`src/rtl/data_memory_sized.sv`:
```
// Byte-addressed little-endian data memory with byte/half/word access, sign/zero
// extended registered loads, misalignment flagging and optional post-reset zero-fill.
module data_memory_sized #(
  parameter int DEPTH          = 64,
  parameter int ADDR_W         = $clog2(DEPTH) + 2,
  parameter bit CLEAR_ON_RESET = 1'b1
) (
  input  logic              clk,
  input  logic              rst_n,
  input  logic              mem_read,
  input  logic              mem_write,
  input  logic [1:0]        size,
  input  logic              load_unsigned,
  input  logic [ADDR_W-1:0] address,
  input  logic [31:0]       write_data,
  output logic [31:0]       read_data,
  output logic              read_valid,
  output logic              misaligned,
  output logic              busy
);

  localparam int IDX_W = ADDR_W - 2;

  typedef enum logic {IDLE, FILL} state_t;

  state_t           state, state_nxt;
  logic [IDX_W-1:0] cnt, cnt_nxt;
  logic             fill_we;

  logic [31:0]      mem [DEPTH];

  logic [IDX_W-1:0] idx;
  logic [1:0]       ofs;
  logic             aligned;
  logic             ld, st_we, err;
  logic [3:0]       be;
  logic [31:0]      wlane;
  logic [31:0]      word, shifted, ext;

  // Fill sequencer
  always_ff @(posedge clk or negedge rst_n) begin
    if (!rst_n) begin
      state <= CLEAR_ON_RESET ? FILL : IDLE;
      cnt   <= '0;
    end else begin
      state <= state_nxt;
      cnt   <= cnt_nxt;
    end
  end

  always_comb begin
    state_nxt = state;
    cnt_nxt   = cnt;
    fill_we   = 1'b0;
    unique case (state)
      FILL: begin
        fill_we = 1'b1;
        cnt_nxt = cnt + 1'b1;
        if (cnt == IDX_W'(DEPTH - 1)) state_nxt = IDLE;
      end
      IDLE: ;
      default: state_nxt = IDLE;
    endcase
  end

  assign busy = (state == FILL);

  // Request decode
  always_comb begin
    idx = address[ADDR_W-1:2];
    ofs = address[1:0];
    unique case (size)
      2'b00:   aligned = 1'b1;
      2'b01:   aligned = ~ofs[0];
      2'b10:   aligned = (ofs == 2'b00);
      default: aligned = 1'b0;
    endcase
    ld    = mem_read & ~busy;
    st_we = mem_write & ~busy & aligned;
    err   = (mem_read | mem_write) & ~busy & ~aligned;
  end

  // Lane enables and replicated store data so each lane sees its own bytes
  always_comb begin
    be    = 4'b0000;
    wlane = write_data;
    unique case (size)
      2'b00: begin
        be    = 4'b0001 << ofs;
        wlane = {4{write_data[7:0]}};
      end
      2'b01: begin
        be    = ofs[1] ? 4'b1100 : 4'b0011;
        wlane = {2{write_data[15:0]}};
      end
      2'b10:   be = 4'b1111;
      default: be = 4'b0000;
    endcase
  end

  always_ff @(posedge clk) begin
    if (fill_we) begin
      mem[cnt] <= '0;
    end else if (st_we) begin
      for (int unsigned b = 0; b < 4; b++)
        if (be[b]) mem[idx][8*b +: 8] <= wlane[8*b +: 8];
    end
  end

  // Load path reads pre-store contents, giving read-before-write on collisions
  always_comb begin
    word    = mem[idx];
    shifted = word >> {ofs, 3'b000};
    unique case (size)
      2'b00:   ext = {{24{~load_unsigned & shifted[7]}}, shifted[7:0]};
      2'b01:   ext = {{16{~load_unsigned & shifted[15]}}, shifted[15:0]};
      default: ext = shifted;
    endcase
  end

  always_ff @(posedge clk or negedge rst_n) begin
    if (!rst_n) begin
      read_data  <= '0;
      read_valid <= 1'b0;
      misaligned <= 1'b0;
    end else begin
      read_valid <= ld;
      misaligned <= err;
      if (ld) read_data <= aligned ? ext : '0;
    end
  end

endmodule

```
`config.mk`:
```
export PLATFORM = sky130hd
export DESIGN_NAME = data_memory_sized
export DESIGN_NICKNAME = d
export VERILOG_FILES = /design/src/rtl/data_memory_sized.sv
export SDC_FILE = /design/constraint.sdc
export NUM_CORES = 2
export LEC_CHECK = 0
export ABC_CLOCK_PERIOD_IN_PS = 5750
export CAP_MARGIN = 10
export CORE_ASPECT_RATIO = 0.6
export CORE_UTILIZATION = 40
export CTS_CLUSTER_SIZE = 10
export DETAILED_ROUTE_END_ITERATION = 10
export PLACE_DENSITY_LB_ADDON = 0.15
export SKIP_CTS_REPAIR_TIMING = 1
export SYNTH_ARGS = -nofsm -noshare
export SYNTH_HDL_FRONTEND = slang
export SYNTH_SLANG_ARGS = --single-unit
```
`constraint.sdc`:
```
create_clock -name clk -period 5.75 [get_ports clk]
set_input_delay 0.8625 -clock clk [delete_from_list [all_inputs] [get_ports clk]]
set_output_delay 0.8625 -clock clk [all_outputs]
set_load 0.02 [all_outputs]
```
==> impl_metrics.yaml <==
final_layout:
  nNetsFinal: 4266
  nFillCells: 16989
  multiInputGateArea_sq_um: 18400
  final_cell_area_sq_um: 93400
  layout-drive-gt1-share: 0.257
  layout_commonest_cell: "edfxtp_1"
  area_growth_pct: 14.3
  register_area_sq_um: 62500
  final_cell_mix: "edfxtp_1, mux4_2, nor2_1, clkbuf_16, buf_4"
route:
  wl_per_cell_microns: 34.9
  wl_microns: 245000
  initialDrtViolationCount: 5667
  drc: 0
  route.vias.total: 41992
  drt-pass1-iter-count: 7
  ant_nets: 0
  vias_per_cell: 5.99
timing:
  final_hold_viol_count: 0
  fin_worst_skew_ns: 0.0497
  fin_crit_ns: 5.15
  max_slew.worst_pin.slew_ns: 1.26
  setup_viol: 0
  timing.final.crit_share: 0.896
  drv_slew: 0
  rsz0062_at_grt: "false"
  fmax_mhz: 194
  holdWs_ns: 0.109
  slew_headroom: 0.157
floorplan:
  initial_utilization: 0.403
  die_y_microns: 352
  pin_count: 82
  die-area_sq_um: 206000
  core_sq_um: 203000
  rows: 128
  die_w_microns: 586
place:
  finalWeightedCongestion: 0.883
  place_hpwl_microns: 161000
  io_buffers: 81
  postPlaceCellArea_sq_um: 87200
clock_tree:
  clk_latency_ns: 0.87
  cts_sinks: 2089
  cts_buffer_depth: 4
  path_clk_slew_ns: 0.06
  cts-buffers-inserted: 235
  htree_num_levels: 4
  cts_tree: "done"
  clock-root-buffer: "clkbuf_16"
status:
  status: "completed"
global_route:
  grt_pass1_vias: 41072
  antenna_found_initial: 15
  grt_pass1_wl_microns: 340000
  grt_usage: 0.237
  grt_overflow: 0
  grt_max_degree: 70
min_path:
  hp-class: "input port to asynchronous set/reset pin"
logic_synthesis:
  ys_ff_latch: 2089
  ys.flop_type: "edfxtp_1"
  yosysUniqueCellTypes: 59
  synth_area_sq_um: 81700
  seq_area_frac_synth: 0.765
  synthCells: 3882
  ys_warn_count: 0
  synthesis.nets: 3930
  async_flop_share: 0.0196
  synth_edf_count: 2048
  syn_avg_cell_area_sq_um: 21.1
worst_setup_path:
  critical_path_class: "input port to flop"
  startpoint_type: "input port"
  crit_fanout: 16
  crit_required_ns: 6.23
  crit_arrival_ns: 5.63
  endpoint_kind: "flop"
power_and_ir_drop:
  p_per_area_nw_per_um2: 338
  total_power_mw: 31.6
  ir_drop_uv: 229
  leakage_nw: 26.9
flow_run:
  maxCapViolCount: 0
==> critical path, stage by stage <==
cell and delay, ns:
clkdlybuf4s50_1 0.53, buf_4 0.29, o21a_1 0.22, o21ai_0 0.45
nand2b_4 0.23, a21oi_1 0.43, nand2_1 0.14, nor2_1 0.84
nand2_1 0.75, nor2_1 0.86
==> sequential cells by signal (all words and copies together), names as in the netlist <==
name	count
mem	2048
cnt	6
read_valid	1
read_data	32
busy	1
misaligned	1
==> cell usage after synthesis (4+ instances only) <==
master,n,share of area
o2111ai_1,8,0.00086
or3_1,4,0.00031
inv_1,4,0.00018
nor4_1,10,0.00077
a21oi_1,67,0.0041
buf_4,27,0.0025
nor2_1,336,0.015
o21a_1,4,0.00037
o22ai_1,24,0.0018
a211oi_1,12,0.0011
mux4_2,546,0.15
clkbuf_1,133,0.0061
o221ai_1,4,0.00043
a221oi_1,14,0.0015
nand2_1,138,0.0063
xnor2_1,4,0.00043
nor3_1,23,0.0014
a22oi_1,90,0.0083
edfxtp_1,2048,0.75
and2_1,16,0.0012
buf_6,21,0.0029
a31oi_1,7,0.00054
buf_2,32,0.0020
o211ai_1,11,0.0010
nor2b_1,10,0.00077
a22o_1,16,0.0017
buf_1,12,0.00055
o32ai_1,5,0.00054
nand3_1,32,0.0020
o21ai_0,15,0.00092
nand4_1,10,0.00077
mux2_2,6,0.00083
nand2b_1,9,0.00069
dfrtp_1,40,0.012
mux2i_1,100,0.012
==> final timing paths <==
path,start,to,slack (ns),depth (start not counted)
min in group clk,cnt[0],cnt[0],0.57,1
worst max-delay path,size[0],mem[1][1],0.60,10
worst min-delay path,rst_n,read_valid,0.11,2
worst min register to register,cnt[0],cnt[0],0.57,1
max in group asynchronous,rst_n,cnt[5],5.15,2
worst max register to register,busy,mem[4][5],1.09,8
==> power by group <==
part / switching [mW] / internal, mW / total [mW]
Clock: 5.66 / 7.39 / 13.1
Sequential: 0.0723 / 16.8 / 16.8
Combinational: 1.16 / 0.550 / 1.71
==> area by class of cell <==
class                      instances  share of cell area
tap                             2730              0.0366
inverter                           7            0.000335
clock inverter                     3            0.000589
sequential                      2089               0.669
antenna                            4            0.000107
multi-input combinational       1561               0.197
clock buffer                     290              0.0659
timing repair buffer             324              0.0304
==> layer usage <==
| layer | global-route usage | share of wire |
|---|---|---|
| met3 | 0.0732 | 0.11 |
| met4 | 0.0510 | 0.021 |
| met1 | 0.373 | 0.46 |
| met5 | 0 | 0.00025 |
| met2 | 0.320 | 0.41 |
==> cell families (layout without fill, tap and decap cells) <==
| kind of cell | Yosys count | in the layout | share of synthesized area |
|---|---|---|---|
| buffers and inverters | 232 | 624 | 0.0143 |
| AOI/OAI and AO/OA | 299 | 299 | 0.0254 |
| adders and majority gates | 1 | 1 | 0.000153 |
| DFF | 2089 | 2089 | 0.765 |
| xor gates and xnor gates | 7 | 7 | 0.000750 |
| other | 0 | 4 | 0 |
| and+or+nand+nor | 602 | 602 | 0.0310 |
| muxes | 652 | 652 | 0.164 |
==> metrics by stage <==
stage | instances | setup TNS [ns] | util | worst slack, ns
after floorplan | 3882 | 0 | - | 1.39
after global placement | 6711 | -0.763 | 0.430 | -0.0679
after detailed placement | 6711 | -1.56 | 0.430 | -0.0790
after CTS | 7004 | 0 | 0.460 | 0.811
after global routing | 7005 | 0 | 0.460 | 0.487
final | 7008 | 0 | 0.460 | 0.601
(Power assumes the default switching activity.)
